--- config.mk ---
export PLATFORM = sky130hd
export DESIGN_NAME = spi_ram_arbiter
export DESIGN_NICKNAME = d
export VERILOG_FILES = /design/src/rtl/spi_ram_pkg.sv /design/src/rtl/spi_ram_arbiter_rr_arb2.sv /design/src/rtl/spi_ram_arbiter.sv
export SDC_FILE = /design/constraint.sdc
export NUM_CORES = 1
export LEC_CHECK = 0
export ABC_AREA = 0
export ABC_CLOCK_PERIOD_IN_PS = 4600
export CORE_UTILIZATION = 35
export DETAILED_ROUTE_END_ITERATION = 8
export GPL_ROUTABILITY_DRIVEN = 0
export GPL_TIMING_DRIVEN = 0
export MAX_ROUTING_LAYER = met4
export PLACE_DENSITY = 0.72
export SETUP_SLACK_MARGIN = 0.3
export SYNTH_ARGS = -nofsm -noshare
export SYNTH_HDL_FRONTEND = slang
export SYNTH_SLANG_ARGS = --single-unit
export TNS_END_PERCENT = 50
--- constraint.sdc ---
create_clock -name clk -period 4.6 [get_ports clk]
set_clock_uncertainty 0.15 [all_clocks]
set_input_delay 0.92 -clock clk [delete_from_list [all_inputs] [get_ports clk]]
set_output_delay 0.92 -clock clk [all_outputs]
set_load 0.005 [all_outputs]
--- src/rtl/spi_ram_pkg.sv ---
// ============================================================================
// Module      : spi_ram_pkg
// Description : Shared command codes, FSM states and owner encoding for the
//               SPI/host RAM arbiter.
// Revision    : 1.0 - initial release
// ============================================================================
`default_nettype none

package spi_ram_pkg;

    localparam logic [1:0] CMD_WR_ADDR = 2'b00;
    localparam logic [1:0] CMD_WR_DATA = 2'b01;
    localparam logic [1:0] CMD_RD_ADDR = 2'b10;
    localparam logic [1:0] CMD_RD_DATA = 2'b11;

    typedef enum logic [1:0] {
        IDLE = 2'b00,
        ACC  = 2'b01,
        RD   = 2'b10
    } state_t;

    typedef enum logic {
        OWN_SPI  = 1'b0,
        OWN_HOST = 1'b1
    } owner_t;

endpackage : spi_ram_pkg

`default_nettype wire

--- src/rtl/spi_ram_arbiter_rr_arb2.sv ---
// ============================================================================
// Module      : rr_arb2
// Description : Two-requester round-robin picker; requester 1 (host) is
//               treated as the last winner out of reset.
// Revision    : 1.0 - initial release
// ============================================================================
`default_nettype none

module rr_arb2 (
    input  logic       clk,
    input  logic       rst,
    input  logic [1:0] i_req,
    input  logic       i_update,
    output logic [1:0] o_gnt
);

    logic r_last;   // 1 = requester 1 won the most recent arbitration

    always_comb begin
        o_gnt = i_req;
        if (i_req == 2'b11) begin
            o_gnt = r_last ? 2'b01 : 2'b10;
        end
    end

    always_ff @(posedge clk) begin
        if (rst) begin
            r_last <= 1'b1;
        end else if (i_update && (|o_gnt)) begin
            r_last <= o_gnt[1];
        end
    end

endmodule : rr_arb2

`default_nettype wire

--- src/rtl/spi_ram_arbiter.sv ---
// ============================================================================
// Module      : spi_ram_arbiter
// Description : Decodes the SPI command stream and shares a single-port RAM
//               between SPI and a local host, one access at a time.
// Revision    : 1.0 - initial release
// ============================================================================
`default_nettype none

module spi_ram_arbiter
    import spi_ram_pkg::*;
#(
    parameter int ADDR_SIZE = 8,
    parameter int MEM_DEPTH = 256,
    parameter int DATA_W    = 8
) (
    input  logic                 clk,
    input  logic                 rst,
    input  logic [9:0]           spi_rx_data,
    input  logic                 spi_rx_valid,
    output logic [DATA_W-1:0]    spi_tx_data,
    output logic                 spi_tx_valid,
    output logic                 spi_ovf,
    input  logic                 host_req,
    input  logic                 host_we,
    input  logic [ADDR_SIZE-1:0] host_addr,
    input  logic [DATA_W-1:0]    host_wdata,
    output logic                 host_gnt,
    output logic [DATA_W-1:0]    host_rdata,
    output logic                 host_rvalid,
    output logic                 ram_en,
    output logic                 ram_we,
    output logic [ADDR_SIZE-1:0] ram_addr,
    output logic [DATA_W-1:0]    ram_wdata,
    input  logic [DATA_W-1:0]    ram_rdata
);

    // Addresses wrap modulo the RAM depth.
    localparam logic [ADDR_SIZE-1:0] c_ADDR_MASK = ADDR_SIZE'(MEM_DEPTH - 1);

    logic [1:0]           w_cmd;
    logic [7:0]           w_payload;
    logic                 w_enq;
    logic                 w_spi_grant;
    logic                 w_slot_avail;
    logic                 w_pick;
    logic [1:0]           w_req;
    logic [1:0]           w_gnt;
    state_t               r_state;
    state_t               w_state_nxt;
    owner_t               r_owner;
    logic [ADDR_SIZE-1:0] r_wr_addr;
    logic [ADDR_SIZE-1:0] r_rd_addr;
    logic                 r_slot_full;
    logic                 r_slot_we;
    logic [ADDR_SIZE-1:0] r_slot_addr;
    logic [DATA_W-1:0]    r_slot_wdata;

    assign w_cmd        = spi_rx_data[9:8];
    assign w_payload    = spi_rx_data[7:0];
    assign w_enq        = spi_rx_valid && ((w_cmd == CMD_WR_DATA) || (w_cmd == CMD_RD_DATA));
    // The slot is released during the SPI-owned ACC cycle, so it can refill then.
    assign w_spi_grant  = (r_state == ACC) && (r_owner == OWN_SPI);
    assign w_slot_avail = !r_slot_full || w_spi_grant;
    assign w_req        = {host_req, r_slot_full};
    assign w_pick       = (r_state == IDLE) && (|w_req);

    rr_arb2 u_rr_arb2 (
        .clk      (clk),
        .rst      (rst),
        .i_req    (w_req),
        .i_update (w_pick),
        .o_gnt    (w_gnt)
    );

    always_ff @(posedge clk) begin
        if (rst) begin
            r_state <= IDLE;
        end else begin
            r_state <= w_state_nxt;
        end
    end

    always_comb begin
        w_state_nxt = r_state;
        case (r_state)
            IDLE:    if (w_pick) w_state_nxt = ACC;
            ACC:     w_state_nxt = ram_we ? IDLE : RD;
            RD:      w_state_nxt = IDLE;
            default: w_state_nxt = IDLE;
        endcase
    end

    always_ff @(posedge clk) begin
        if (rst) begin
            r_owner      <= OWN_SPI;
            r_wr_addr    <= '0;
            r_rd_addr    <= '0;
            r_slot_full  <= 1'b0;
            r_slot_we    <= 1'b0;
            r_slot_addr  <= '0;
            r_slot_wdata <= '0;
            spi_ovf      <= 1'b0;
            spi_tx_data  <= '0;
            spi_tx_valid <= 1'b0;
            host_gnt     <= 1'b0;
            host_rdata   <= '0;
            host_rvalid  <= 1'b0;
            ram_en       <= 1'b0;
            ram_we       <= 1'b0;
            ram_addr     <= '0;
            ram_wdata    <= '0;
        end else begin
            if (spi_rx_valid && (w_cmd == CMD_WR_ADDR)) r_wr_addr <= w_payload[ADDR_SIZE-1:0];
            if (spi_rx_valid && (w_cmd == CMD_RD_ADDR)) r_rd_addr <= w_payload[ADDR_SIZE-1:0];

            if (w_spi_grant) r_slot_full <= 1'b0;
            if (w_enq) begin
                if (w_slot_avail) begin
                    r_slot_full  <= 1'b1;
                    r_slot_we    <= (w_cmd == CMD_WR_DATA);
                    r_slot_addr  <= (w_cmd == CMD_WR_DATA) ? r_wr_addr : r_rd_addr;
                    r_slot_wdata <= w_payload[DATA_W-1:0];
                end else begin
                    spi_ovf <= 1'b1;
                end
            end

            ram_en       <= 1'b0;
            ram_we       <= 1'b0;
            host_gnt     <= 1'b0;
            spi_tx_valid <= 1'b0;
            host_rvalid  <= 1'b0;

            if (w_pick) begin
                ram_en <= 1'b1;
                if (w_gnt[1]) begin
                    r_owner   <= OWN_HOST;
                    host_gnt  <= 1'b1;
                    ram_we    <= host_we;
                    ram_addr  <= host_addr & c_ADDR_MASK;
                    ram_wdata <= host_wdata;
                end else if (w_gnt[0]) begin
                    r_owner   <= OWN_SPI;
                    ram_we    <= r_slot_we;
                    ram_addr  <= r_slot_addr & c_ADDR_MASK;
                    ram_wdata <= r_slot_wdata;
                end
            end

            if (r_state == RD) begin
                if (r_owner == OWN_SPI) begin
                    spi_tx_data  <= ram_rdata;
                    spi_tx_valid <= 1'b1;
                end else begin
                    host_rdata  <= ram_rdata;
                    host_rvalid <= 1'b1;
                end
            end
        end
    end

endmodule : spi_ram_arbiter

`default_nettype wire

* After elaboration in Yosys (flattened, before gate mapping) *
Cells that the tools add are included.

operators by class
  equal/unequal tests = 7
  multiplexer cells = 21
  bitwise gates (word level) = 4
  reductions and logical operators = 21

operators by type and width
  kind                number
  $mux 8              5
  $mux 1              11
  $reduce_and 2->1    5
  $eq 2x2->1 const B  4
  $mux 2              4
  $reduce_or 2->1     4
  $logic_and 1x1->1   6
  $eq 2x1->1 const B  2
  $logic_not 2->1     2
  $not 1->1           4
  $pmux 2 s2          1
  $logic_or 1x1->1    2
  $ne 2x1->1 const B  1
  $reduce_bool 2->1   1
  $logic_not 1->1     1

storage, ports and cells
  flip-flop bits (word level) = 76
  input bits = 39
  output and inout port bits = 38

* Depth between registers and ports, before layout *
  depth after elaboration = 5
  mapped depth = 6
  gate-level depth less buffers = 4

* Modules after synthesis *
From an unflattened synthesis, not the netlist that was laid out.

second synthesis, totals
  cell total of the unflattened synthesis = 297
  area total of the unflattened synthesis = 2,921.6 µm²

by module, submodules not included
  module           instances  cells each  area each (µm²)  sequential area each (µm²)
  spi_ram_arbiter  1          290         2,860.2          1,501.4
  rr_arb2          1          7           61.3             20.0

* Worst setup path after synthesis *
No wires, ideal clock.

  path kind = input to register
  from = input port host_req
  to = register ram_addr[2]
  data arrival time = 1.732 ns
  required time = 4.311 ns
  setup slack = 2.579 ns
  cell stages on the path = 5
  cell sequence = a21boi_0 buf_4 buf_4 mux2i_1 a211oi_1

on the way
  word-level cells in the longest chain between the ends = 4

ends and longest elaborated chain
  item                                RTL line                       text
  start: declaration                  spi_ram_arbiter.sv:23          input logic host_req,
  $eq 2x2->1                          spi_ram_arbiter_rr_arb2.sv:21  if (i_req == 2'b11) begin
  $mux 2                              spi_ram_arbiter_rr_arb2.sv:21
  $reduce_bool 2->1 (no source line)  --
  $reduce_and 2->1 (no source line)   --
  end signal: assignment              spi_ram_arbiter.sv:140         ram_addr <= host_addr & c_ADDR_MASK;
  end signal: assignment              spi_ram_arbiter.sv:145         ram_addr <= r_slot_addr & c_ADDR_MASK;
  end: declaration                    spi_ram_arbiter.sv:32          output logic [ADDR_SIZE-1:0] ram_addr,

Several ways; a longest one is shown, not always the timed one.
A chain may end at the register's enable or synchronous reset.

* Worst setup path after layout *
  from = input port spi_rx_data[8]
  to = register r_slot_addr[7]

on the way
  word-level cells in the longest chain between the ends = 4

ends and longest elaborated chain
  item                                             RTL line                                       text
  start: declaration                               spi_ram_arbiter.sv:18                          input logic [9:0] spi_rx_data,
  $eq 2x1->1 / $eq 2x2->1 (equally long branches)  spi_ram_arbiter.sv:60, spi_ram_arbiter.sv:121
  $logic_or 1x1->1                                 spi_ram_arbiter.sv:60                          assign w_enq = spi_rx_valid && ((w_cmd == CMD_WR_DATA) || (w_cmd == CMD_RD_DATA));
  $logic_and 1x1->1                                spi_ram_arbiter.sv:60
  $reduce_and 2->1 (no source line)                --
  end signal: assignment                           spi_ram_arbiter.sv:121                         r_slot_addr <= (w_cmd == CMD_WR_DATA) ? r_wr_addr : r_rd_addr;
  end: declaration                                 spi_ram_arbiter.sv:55                          logic [ADDR_SIZE-1:0] r_slot_addr;

Several ways; a longest one is shown, not always the timed one.

==> flow_metrics.py <==
metrics = {
    "worst_hold_path": {
        "hold_depth": 1,
        "hp-class": "reg2reg",
        "holdPathEnd": "r_state[1]",
        "hp-start": "ram_we",
    },
    "pwr": {
        "p_leak_nw": 1.549,
        "ir_drop_uv": 194.3,
        "pwr_density_cell_nw_per_um2": 353.9,
    },
    "cells_and_area": {
        "layout_common_cells": "76 x dfxtp_1, 75 x clkdlybuf4s50_1, 69 x nor2_1",
        "multi_input_area_sq_um": 1315,
        "register_area_sq_um": 1521,
        "layout_commonest_cell": "dfxtp_1",
        "diodes": 0,
        "nets": 407,
        "fillers": 768,
        "drive_above_1_share_pct": 8.602,
        "synthToLayoutAreaGrowth_pct": 36.48,
    },
    "clock_tree": {
        "cts.sinks": 76,
        "clk_pin_slew_worst_paths_ns": 0.08,
        "insertion_delay_ns": 0.33,
        "hold_buffers": 0,
        "post_cts_buffers": 0,
        "cts_tree": "done",
        "cts_root_buf": "clkbuf_8",
        "cts_buffers": 9,
        "cts_resized": 0,
        "clockBufferDepth": 2,
        "h-tree-depth": 3,
    },
    "worst_setup_path": {
        "cp-end-kind": "register",
        "reg2reg_depth": 5,
        "r2r_slack_ns": 2.69,
        "r2r_end": "ram_addr[7]",
        "crit_type": "in2reg",
        "startpoint_type": "input pin",
        "cp.required_ns": 4.65,
        "cp_max_fo": 8,
        "timing.rr.start": "r_slot_full",
        "arrival_ns": 2.54,
    },
    "drt": {
        "firstDrtPassIters": 4,
        "final_antenna_net_count": 0,
        "vias": 2260,
        "routed_wl_microns": 6470,
        "drt_iter0_drc": 78,
        "drc_errors": 0,
        "wl_per_cell_microns": 13.56,
        "drt-vias-per-instance": 4.738,
    },
    "sta": {
        "final-setup-viol-count": 0,
        "min_period_over_period_pct": 54.05,
        "rsz0062_at_grt": "no",
        "max_freq_mhz": 402.2,
        "fin_hold_ws_ns": 0.2870,
        "drv_slew": 0,
        "hold_viol": 0,
        "tightest_slew_ns": 0.6308,
        "slew_headroom_pct": 57.94,
        "period_needed_ns": 2.486,
        "fin_setup_tns_ns": 0,
    },
    "placed_design": {
        "port_buffers": 75,
        "place_hpwl_microns": 4882,
    },
    "floorplan": {
        "rows": 33,
        "die_height_microns": 93.70,
        "core_sq_um": 8175,
        "die_w_microns": 93.70,
        "initial_utilization_pct": 36.00,
        "ios": 77,
        "dieArea_sq_um": 8779,
    },
    "global_route": {
        "grt_pass1_vias": 2173,
        "antenna_found_initial": 0,
        "groute.usage.overall_pct": 15.90,
        "grt_max_degree": 13,
        "grt_pass1_wl_microns": 10440,
        "overflow": 0,
    },
    "logic_synthesis": {
        "synth_cells": 282,
        "synth_cell_types": 30,
        "synth_enable_flop_cells": 0,
        "syn_area_sq_um": 2943,
        "yosys_warnings": 0,
        "synth_area_per_cell_sq_um": 10.44,
        "synth_nets": 321,
        "ys.flop_type": "dfxtp_1",
        "ys_ff_latch": 76,
        "async_flop_share_pct": 0,
        "ys_seq_area_share_pct": 51.70,
    },
    "outcome": {
        "status": "finished, final reports clean",
    },
    "job": {
        "cap_violations": 0,
    },
}
==> synth_stat cells (2+ instances only) <==
cell type	count	share of area, %
nor3b_1	2	0.51
dfxtp_1	76	52
buf_4	2	0.51
a21oi_1	3	0.51
clkbuf_1	11	1.4
nor2_1	69	8.8
mux2i_1	64	22
buf_1	5	0.64
nor2b_1	2	0.43
nand3b_1	2	0.51
a211oi_1	16	4.1
nand2_1	4	0.51
a211oi_2	9	3.8
==> state kept, by name, indices dropped and copies added (netlist names), 2 cells and up <==
| register | cells |
|---|---|
| host_rdata | 8 |
| r_rd_addr | 8 |
| r_slot_addr | 8 |
| r_slot_wdata | 8 |
| r_wr_addr | 8 |
| ram_addr | 8 |
| ram_wdata | 8 |
| spi_tx_data | 8 |
| r_state | 2 |
==> power by group <==
group	switching, mW	leakage [nW]	internal (mW)
Combinational	0.0959	0.837	0.117
Sequential	0.0205	0.621	0.695
Clock	0.231	0.0914	0.262
Total	0.347	1.55	1.07
==> how the worst max path moves through the flow <==
stage / from / endpoint / slack, ns / depth (start not counted)
3_5_place_dp: spi_rx_data[8] / r_slot_addr[7] / 1.78 / 5
4_1_cts: spi_rx_data[8] / r_slot_addr[7] / 2.13 / 5
3_3_place_gp: spi_rx_data[8] / r_slot_addr[7] / 1.77 / 5
6_report: spi_rx_data[8] / r_slot_addr[7] / 2.11 / 5
2_1_floorplan: host_req / ram_addr[2] / 2.58 / 5
5_1_grt: spi_rx_data[8] / r_slot_addr[2] / 2.04 / 5
==> worst max-delay path: stages <==
cell and delay (ns):
clkdlybuf4s50_1 0.53, nor2b_1 0.14, buf_1 0.49, mux2i_1 0.36, a211oi_2 0.11
==> area by class of cell <==
type	instances	share of cell area, %
timing repair buffer	75	18.69
buffer	21	2.648
tap	105	3.271
multi-input combinational	185	32.74
clock buffer	11	3.520
sequential	76	37.88
clock inverter	4	1.246
==> routing by layer <==
metal	vias up	track usage [%]	wire, microns
li1	1148	-	-
met1	1061	19.77	3064
met2	45	25.30	3117
met3	6	3.560	220
met4	0	5.769	67
met5	-	-	0
==> per-stage QoR <==
stage	std cells	power, mW	area [sq um]	utilization (%)	setup slack, ns
after CTS	477	1.437	4016	49.13	2.131
after detailed placement	462	0.9451	3825	46.79	1.781
after floorplan	282	0.8406	2943	-	2.579
final	477	1.421	4016	49.13	2.114
after global placement	462	0.9409	3825	46.79	1.774
after global routing	477	1.482	4016	49.13	2.037
==> logic make-up after synthesis <==
kind of cell | after synthesis | synth area share [%]
flip-flops | 76 | 51.70
AO/OA/AOI/OAI | 35 | 10.46
multiplexers | 64 | 21.77
buffers and inverters | 21 | 3.614
AND/OR/NAND/NOR | 86 | 12.46
Note: power is estimated with default switching activity, not from simulation.
